==> src/rtl/imm_gen_pipe_pkg.sv <==
// cpuDefine: definitions shared by the immediate generator and its neighbours.
//   Instr    - raw 32-bit instruction word
//   Itype    - immediate format selector (codes outside I8..I26 are undefined)
//   xword_t  - widest supported datapath word; XLEN-wide data is its low slice
//   sext()   - sign-extend the low w bits of a word to the full width
package cpuDefine;

  localparam int unsigned INSTR_W  = 32;
  localparam int unsigned XLEN_MAX = 64;

  typedef logic [INSTR_W-1:0]  Instr;
  typedef logic [XLEN_MAX-1:0] xword_t;

  typedef enum logic [3:0] {
    IT_NONE = 4'd0,
    I8      = 4'd1,
    I12     = 4'd2,
    I14     = 4'd3,
    I16     = 4'd4,
    I20     = 4'd5,
    I21     = 4'd6,
    I26     = 4'd7
  } Itype;

  // Field positions and significant widths of each format, independent of XLEN.
  localparam int unsigned FLD_LO = 10;
  localparam int unsigned I20_LO = 5;
  localparam int unsigned W_I12  = 12;
  localparam int unsigned W_I14  = 16;
  localparam int unsigned W_I16  = 18;
  localparam int unsigned W_I20  = 32;
  localparam int unsigned W_I21  = 21;
  localparam int unsigned W_I26  = 28;

  function automatic xword_t sext(input xword_t v, input int unsigned w);
    xword_t sh;
    sh = v << (XLEN_MAX - w);
    return xword_t'($signed(sh) >>> (XLEN_MAX - w));
  endfunction

endpackage

==> src/rtl/imm_gen_pipe_if.sv <==
// Request/result bus of imm_gen_pipe.
//   master: requester side (drives request fields and out_ready)
//   slave : imm_gen_pipe side (drives in_ready and result fields)
interface imm_gen_pipe_if
  import cpuDefine::*;
#(
  parameter int unsigned XLEN = 32
) ();

  logic            in_valid;
  logic            in_ready;
  Instr            instr;
  Itype            itype;
  logic            unsign;
  logic            pcrel;
  logic [XLEN-1:0] pc;
  logic            out_valid;
  logic            out_ready;
  logic [XLEN-1:0] imm;
  logic [XLEN-1:0] target;
  logic            bad_fmt;

  modport master (
    output in_valid, instr, itype, unsign, pcrel, pc, out_ready,
    input  in_ready, out_valid, imm, target, bad_fmt
  );

  modport slave (
    input  in_valid, instr, itype, unsign, pcrel, pc, out_ready,
    output in_ready, out_valid, imm, target, bad_fmt
  );

endinterface

==> src/rtl/imm_gen_pipe_ext.sv <==
// imm_ext: combinational immediate decode and extension to XLEN.
//   instr   - raw instruction word
//   itype   - format selector
//   unsign  - zero-extend I12 instead of sign-extending
//   imm     - extended immediate (0 for undefined formats)
//   bad_fmt - itype is not a defined format
module imm_ext
  import cpuDefine::*;
#(
  parameter int unsigned XLEN = 32
) (
  input  Instr            instr,
  input  Itype            itype,
  input  logic            unsign,
  output logic [XLEN-1:0] imm,
  output logic            bad_fmt
);

  // Extension is done at the widest width and sliced; sign extension to 64
  // then truncation equals sign extension to 32.
  xword_t ext;

  always_comb begin
    ext     = '0;
    bad_fmt = 1'b0;
    case (itype)
      I8:  ext = (XLEN == 64) ? xword_t'(instr[15:FLD_LO]) : xword_t'(instr[14:FLD_LO]);
      I12: ext = unsign ? xword_t'(instr[21:FLD_LO])
                        : sext(xword_t'(instr[21:FLD_LO]), W_I12);
      I14: ext = sext(xword_t'({instr[23:FLD_LO], 2'b00}), W_I14);
      I16: ext = sext(xword_t'({instr[25:FLD_LO], 2'b00}), W_I16);
      I20: ext = sext(xword_t'({instr[24:I20_LO], 12'h000}), W_I20);
      I21: ext = sext(xword_t'({instr[4:0], instr[25:FLD_LO]}), W_I21);
      I26: ext = sext(xword_t'({instr[9:0], instr[25:FLD_LO], 2'b00}), W_I26);
      default: bad_fmt = 1'b1;
    endcase
  end

  assign imm = ext[XLEN-1:0];

  logic unused_bits;
  assign unused_bits = ^{ext, instr[31:26]};

endmodule

==> src/rtl/imm_gen_pipe.sv <==
// imm_gen_pipe: one-cycle immediate generator with a 2-entry output buffer
// (output stage + skid entry).
//   clk   - clock, rising edge
//   rst_n - asynchronous active-low reset
//   flush - synchronous flush; empties both entries and drops the request
//   bus   - request/result bus (slave side): in_valid/in_ready, instr, itype,
//           unsign, pcrel, pc; out_valid/out_ready, imm, target, bad_fmt
module imm_gen_pipe
  import cpuDefine::*;
#(
  parameter int unsigned XLEN      = 32,
  parameter bit          PC_REL_EN = 1'b1
) (
  input  logic               clk,
  input  logic               rst_n,
  input  logic               flush,
  imm_gen_pipe_if.slave      bus
);

  typedef struct packed {
    logic [XLEN-1:0] imm;
    logic [XLEN-1:0] target;
    logic            bad_fmt;
  } res_t;

  logic [XLEN-1:0] ext_imm;
  logic            ext_bad;
  res_t            new_res;

  res_t out_q, out_d, skid_q, skid_d;
  logic out_valid_q, out_valid_d;
  logic skid_valid_q, skid_valid_d;

  logic in_fire;
  logic out_fire;

  imm_ext #(.XLEN(XLEN)) u_imm_ext (
    .instr   (bus.instr),
    .itype   (bus.itype),
    .unsign  (bus.unsign),
    .imm     (ext_imm),
    .bad_fmt (ext_bad)
  );

  always_comb begin
    new_res         = '0;
    new_res.imm     = ext_imm;
    new_res.bad_fmt = ext_bad;
    if (PC_REL_EN && bus.pcrel && !ext_bad) begin
      new_res.target = bus.pc + ext_imm;
    end
  end

  // in_ready is purely the skid-empty flop, so out_ready never reaches it.
  assign in_fire  = bus.in_valid && !skid_valid_q;
  assign out_fire = out_valid_q && bus.out_ready;

  always_comb begin
    out_d        = out_q;
    skid_d       = skid_q;
    out_valid_d  = out_valid_q;
    skid_valid_d = skid_valid_q;
    if (flush) begin
      out_valid_d  = 1'b0;
      skid_valid_d = 1'b0;
    end else if (!out_valid_q || out_fire) begin
      // Output stage frees up: oldest pending result (skid) goes first.
      if (skid_valid_q) begin
        out_d        = skid_q;
        out_valid_d  = 1'b1;
        skid_valid_d = 1'b0;
      end else if (in_fire) begin
        out_d       = new_res;
        out_valid_d = 1'b1;
      end else begin
        out_valid_d = 1'b0;
      end
    end else if (in_fire) begin
      skid_d       = new_res;
      skid_valid_d = 1'b1;
    end
  end

  always_ff @(posedge clk or negedge rst_n) begin
    if (!rst_n) begin
      out_q        <= '0;
      skid_q       <= '0;
      out_valid_q  <= 1'b0;
      skid_valid_q <= 1'b0;
    end else begin
      out_q        <= out_d;
      skid_q       <= skid_d;
      out_valid_q  <= out_valid_d;
      skid_valid_q <= skid_valid_d;
    end
  end

  assign bus.in_ready  = !skid_valid_q;
  assign bus.out_valid = out_valid_q;
  assign bus.imm       = out_q.imm;
  assign bus.target    = out_q.target;
  assign bus.bad_fmt   = out_q.bad_fmt;

endmodule

==> src/flat_wrapper.sv <==
// flat-port wrapper written by rule: the top's interface ports become plain ports
module imm_gen_pipe_flat import cpuDefine::*;
#(
  parameter int unsigned XLEN      = 32,
  parameter bit          PC_REL_EN = 1'b1
)
  (clk, rst_n, flush, bus_in_valid, bus_instr, bus_itype, bus_unsign, bus_pcrel, bus_pc, bus_out_ready, bus_in_ready, bus_out_valid, bus_imm, bus_target, bus_bad_fmt);
  imm_gen_pipe_if #(.XLEN(XLEN)) bus_i ();
  input  logic clk;
  input  logic rst_n;
  input  logic flush;
  input wire logic [$bits(bus_i.in_valid)-1:0] bus_in_valid;
  input wire logic [$bits(bus_i.instr)-1:0] bus_instr;
  input wire logic [$bits(bus_i.itype)-1:0] bus_itype;
  input wire logic [$bits(bus_i.unsign)-1:0] bus_unsign;
  input wire logic [$bits(bus_i.pcrel)-1:0] bus_pcrel;
  input wire logic [$bits(bus_i.pc)-1:0] bus_pc;
  input wire logic [$bits(bus_i.out_ready)-1:0] bus_out_ready;
  output wire logic [$bits(bus_i.in_ready)-1:0] bus_in_ready;
  output wire logic [$bits(bus_i.out_valid)-1:0] bus_out_valid;
  output wire logic [$bits(bus_i.imm)-1:0] bus_imm;
  output wire logic [$bits(bus_i.target)-1:0] bus_target;
  output wire logic [$bits(bus_i.bad_fmt)-1:0] bus_bad_fmt;
  assign bus_i.in_valid = bus_in_valid;
  assign bus_i.instr = bus_instr;
  assign bus_i.itype = bus_itype;
  assign bus_i.unsign = bus_unsign;
  assign bus_i.pcrel = bus_pcrel;
  assign bus_i.pc = bus_pc;
  assign bus_i.out_ready = bus_out_ready;
  assign bus_in_ready = bus_i.in_ready;
  assign bus_out_valid = bus_i.out_valid;
  assign bus_imm = bus_i.imm;
  assign bus_target = bus_i.target;
  assign bus_bad_fmt = bus_i.bad_fmt;
  imm_gen_pipe #(.XLEN(XLEN), .PC_REL_EN(PC_REL_EN)) u_core (.clk(clk), .rst_n(rst_n), .flush(flush), .bus(bus_i));
endmodule
==> config.mk <==
export PLATFORM = sky130hd
export DESIGN_NAME = imm_gen_pipe_flat
export DESIGN_NICKNAME = d
export VERILOG_FILES = /design/src/rtl/imm_gen_pipe_pkg.sv /design/src/rtl/imm_gen_pipe_if.sv /design/src/rtl/imm_gen_pipe_ext.sv /design/src/rtl/imm_gen_pipe.sv /design/src/flat_wrapper.sv
export SDC_FILE = /design/constraint.sdc
export NUM_CORES = 1
export LEC_CHECK = 0
export ABC_AREA = 1
export BUFFER_PORTS_ARGS = -buffer_cell sky130_fd_sc_hd__buf_4
export CORE_MARGIN = 8
export CORE_UTILIZATION = 55
export CTS_BUF_LIST = sky130_fd_sc_hd__clkbuf_4
export DETAILED_ROUTE_END_ITERATION = 7
export GPL_TIMING_DRIVEN = 0
export PLACE_DENSITY = 0.84
export SETUP_SLACK_MARGIN = 0.4
export SLEW_MARGIN = 15
export SYNTH_ARGS = -nofsm -noshare
export SYNTH_HDL_FRONTEND = slang
export SYNTH_SLANG_ARGS = --single-unit
==> constraint.sdc <==
create_clock -name clk -period 4.13 [get_ports clk]
set_input_delay 0.2065 -clock clk [delete_from_list [all_inputs] [get_ports clk]]
set_output_delay 0.2065 -clock clk [all_outputs]
set_load 0.01 [all_outputs]
==> flow_summary.yaml <==
status:
  outcome: "finished clean"
final_layout:
  layout.nets: 1552
  final_common_cell: "sky130_fd_sc_hd__nand2_1"
  stdcell_count: 1647
  nFillCells: 1358
  final_layout_size_suffix_gt1_share_pct: 14.1
  layout-area-overhead-vs-synth_pct: 19.5
  most-common-layout-cells: "sky130_fd_sc_hd__nand2_1 (475), sky130_fd_sc_hd__inv_1 (162), sky130_fd_sc_hd__buf_4 (136)"
routing:
  wl_per_cell_um: 18.0
  number_of_vias_per_cell_after_detailed_routing: 5.52
  dr_total_vias: 9091
  drc_errors: 0
  wl_um: 29600
  postRouteAntennaNets: 0
  drtPass1Iterations: 5
  drt_iter0_markers: 1137
job:
  timing.max_cap.violations: 0
worst_setup_path:
  critical_path_class: "in2reg"
  r2r-end: "u_core.skid_q[47]"
  r2r_start: "u_core.bus.out_valid"
  rrSetupSlack_ns: 1.68
  reg2regPathDepth: 5
  setup.worst_path.start_class: "input port"
  cp.arrival_ns: 3.48
  required_ns: 4.60
  cp_max_fo: 7
  crit_path_end_kind: "flop"
sta:
  worstMarginPinSlew_ns: 0.936
  number_of_hold_slack_violations_in_the_final_timing_report: 0
  fin_tns_setup_ns: 0
  final_period_minus_worst_setup_slack_ns: 3.01
  max_clock_skew_ns: 0.0275
  report.final.slew_viol_count: 0
  setup_slack_ns: 1.12
  report.final.setup_viol: 0
  min_period_over_period_pct: 73.0
  maxSlewHeadroom_pct: 37.0
  clock.fmax_ghz: 0.332
  grt_setup_unrepaired: "false"
global_route:
  grt_max_degree: 69
  number_of_antenna_violations_at_the_first_check_in_global_routing: 1
  grt_usage_pct: 30.1
  grt_pass1_wl_um: 46100
  number_of_global_route_vias_before_repair: 8504
  gr-total-overflow: 0
clock_tree:
  tritoncts: "yes"
  ctsRootBufferMaster: "sky130_fd_sc_hd__clkbuf_4"
  post_cts_sizing_count: 0
  clk_path_buf_depth: 2
  clk_transition_reported_paths_ns: 0.14
  tritoncts.num_buffers: 17
  ctsHtreeMaxLevel: 4
  cts_num_sinks: 132
  clock_latency_ns: 0.56
  cts_setup_buffers: 0
synth:
  area_share_of_the_leading_cell_type_in_the_synthesized_netlist_pct: 38.8
  yosys-top-cells-area: "sky130_fd_sc_hd__dfrtp_1 (39%), sky130_fd_sc_hd__nand2_1 (21%), sky130_fd_sc_hd__inv_1 (7.1%), sky130_fd_sc_hd__o21ai_0 (7.1%), sky130_fd_sc_hd__nor2_1 (5.5%)"
  synth.avg_cell_area_um2: 6.64
  synth_fp_nets: 1388
  distinct_cell_type_count_of_the_synthesized_netlist: 40
  syn_area_um2: 8510
  part_of_the_yosys_area_used_for_sequential_elements_pct: 38.8
  syn_inst: 1281
  post-synth-top-area-cell: "sky130_fd_sc_hd__dfrtp_1"
  synth_seq_cells: 132
  yosys_warnings: 0
  asyncSetResetFlopFracSynth_pct: 100
  ys.flop_type: "sky130_fd_sc_hd__dfrtp_1"
  synth_enable_flop_cells: 0
die:
  design.core.area_um2: 15100
  ioPinCount: 142
  die_area_um2: 19700
  die_w_um: 140
  initial_core_utilization_pct: 56.2
  fp.dieH_um: 140
  rows: 45
pwr:
  vdd.ir_drop.worst_mv: 0.189
  leakage_uw: 0.00591
  power_density_nw_per_um2: 345
min_path:
  min_delay_worst_endpoint: "u_core.skid_q[44]"
  holdCritStartpoint: "bus_instr[19]"
  holdCritPathClass: "in2reg"
  timing.hold.worst_path_depth: 3
placed_design:
  dpl.hpwl_um: 23300
  placement.setup.worst_slack_ns: 0.691
  port-buffer-count: 135
  place_inst: 1605
  gp_congestion: 0.988
[Yosys cell counts, types with 2 or more instances]
cell type	count
sky130_fd_sc_hd__a21o_1	5
sky130_fd_sc_hd__a21oi_1	47
sky130_fd_sc_hd__a22oi_1	6
sky130_fd_sc_hd__buf_2	8
sky130_fd_sc_hd__buf_4	2
sky130_fd_sc_hd__clkbuf_1	32
sky130_fd_sc_hd__dfrtp_1	132
sky130_fd_sc_hd__ha_1	31
sky130_fd_sc_hd__inv_1	162
sky130_fd_sc_hd__inv_2	6
sky130_fd_sc_hd__nand2_1	475
sky130_fd_sc_hd__nand2_2	3
sky130_fd_sc_hd__nand3_1	41
sky130_fd_sc_hd__nand3b_1	11
sky130_fd_sc_hd__nand4_1	3
sky130_fd_sc_hd__nor2_1	124
sky130_fd_sc_hd__nor2_2	3
sky130_fd_sc_hd__nor2_4	4
sky130_fd_sc_hd__nor3_1	6
sky130_fd_sc_hd__o2111ai_1	5
sky130_fd_sc_hd__o21a_1	2
sky130_fd_sc_hd__o21ai_0	121
sky130_fd_sc_hd__o21ai_1	22
sky130_fd_sc_hd__o21ai_2	4
sky130_fd_sc_hd__o22ai_1	6
sky130_fd_sc_hd__o32ai_1	2
sky130_fd_sc_hd__or2_2	4
sky130_fd_sc_hd__xor2_1	2
[what timing repair did]
item,in CTS,in global routing
hold buffers,9,0
setup endpoints to repair,0,0
endpoints found under the hold margin,70,0
[flip-flops by register name, indices dropped and copies added, names as in the netlist]
signal                count
u_core.bus.out_valid      1
u_core.skid_q            65
u_core.skid_valid_q       1
u_core.bus.imm           32
u_core.bus.bad_fmt        1
u_core.bus.target        32
[layer usage]
| layer | vias up | global-route usage, % | wire length [um] |
|---|---|---|---|
| met5 | - | 0 | 0 |
| met4 | 0 | 11.8 | 1080 |
| met3 | 61 | 7.17 | 3370 |
| met2 | 497 | 46.5 | 13100 |
| met1 | 4167 | 40.1 | 12100 |
| li1 | 4366 | - | - |
[worst max-delay path, stage by stage]
cell and delay [ns]:
sky130_fd_sc_hd__buf_4 0.13, sky130_fd_sc_hd__nand2_1 0.11, sky130_fd_sc_hd__inv_1 0.08, sky130_fd_sc_hd__o21ai_2 0.13
sky130_fd_sc_hd__inv_1 0.11, sky130_fd_sc_hd__nor2_4 0.22, sky130_fd_sc_hd__inv_2 0.11, sky130_fd_sc_hd__nand2_1 0.07
sky130_fd_sc_hd__o2111ai_1 0.39, sky130_fd_sc_hd__ha_1 0.60, sky130_fd_sc_hd__nand2_1 0.15, sky130_fd_sc_hd__nor2_1 0.25
sky130_fd_sc_hd__and3_1 0.20, sky130_fd_sc_hd__nand2_1 0.05, sky130_fd_sc_hd__nand2_1 0.12, sky130_fd_sc_hd__nand2_1 0.08
sky130_fd_sc_hd__nand2_1 0.06, sky130_fd_sc_hd__nand2_1 0.04, sky130_fd_sc_hd__nand3_1 0.16, sky130_fd_sc_hd__nand2_1 0.09
sky130_fd_sc_hd__nand2_1 0.07, sky130_fd_sc_hd__nand2_1 0.04
[report_power, final]
part	leakage (uW)	internal (uW)	switching, uW
Clock	0.000158	328	581
Combinational	0.00399	390	615
Sequential	0.00176	1480	113
[cell type report]
type	instances	area (um2)	share of cell area (%)
Inverter	168	631	6.20
Antenna cell	1	2.50	0.0246
Multi-Input combinational cell	937	4380	43.1
Timing Repair Buffer	145	1130	11.2
Clock buffer	17	128	1.26
Tap cell	188	235	2.31
Clock inverter	15	160	1.58
Sequential cell	132	3300	32.5
Buffer	44	190	1.87
[cell families (layout without fill, tap and decap cells)]
group | count (synthesis) | in the layout | synth area share, %
and+or+nand+nor | 680 | 680 | 32.4
buffers and inverters | 212 | 389 | 9.65
other | 0 | 1 | 0
AOI/OAI and AO/OA | 223 | 223 | 14.2
adders and majority gates | 32 | 32 | 4.79
DFF | 132 | 132 | 38.8
xor gates and xnor gates | 2 | 2 | 0.206
[worst max path at each step]
stage / start / to / slack (ns) / cells past startpoint
finish: bus_itype[1] / u_core.bus.target[29] / 1.12 / 22
global route: bus_itype[1] / u_core.bus.target[29] / 1.01 / 22
CTS: bus_itype[1] / u_core.bus.target[29] / 1.26 / 22
detailed placement: bus_itype[1] / u_core.bus.target[29] / 0.69 / 22
global placement: bus_itype[0] / u_core.bus.target[15] / 0.74 / 16
floorplan: bus_itype[1] / u_core.bus.target[8] / 1.63 / 19
[per-stage QoR]
step / util, % / total power (uW) / cell area, um2 / hold slack [ns]
finish: 67.1 / 3510 / 10200 / 0.0311
global route: 67.1 / 3690 / 10200 / 0.0157
CTS: 67.1 / 3490 / 10200 / 0.00584
detailed placement: 64.6 / 2600 / 9790 / 0.238
global placement: 64.4 / 2560 / 9760 / 0.454
floorplan: - / 2140 / 8510 / -0.0891
(Power assumes the default switching activity.)
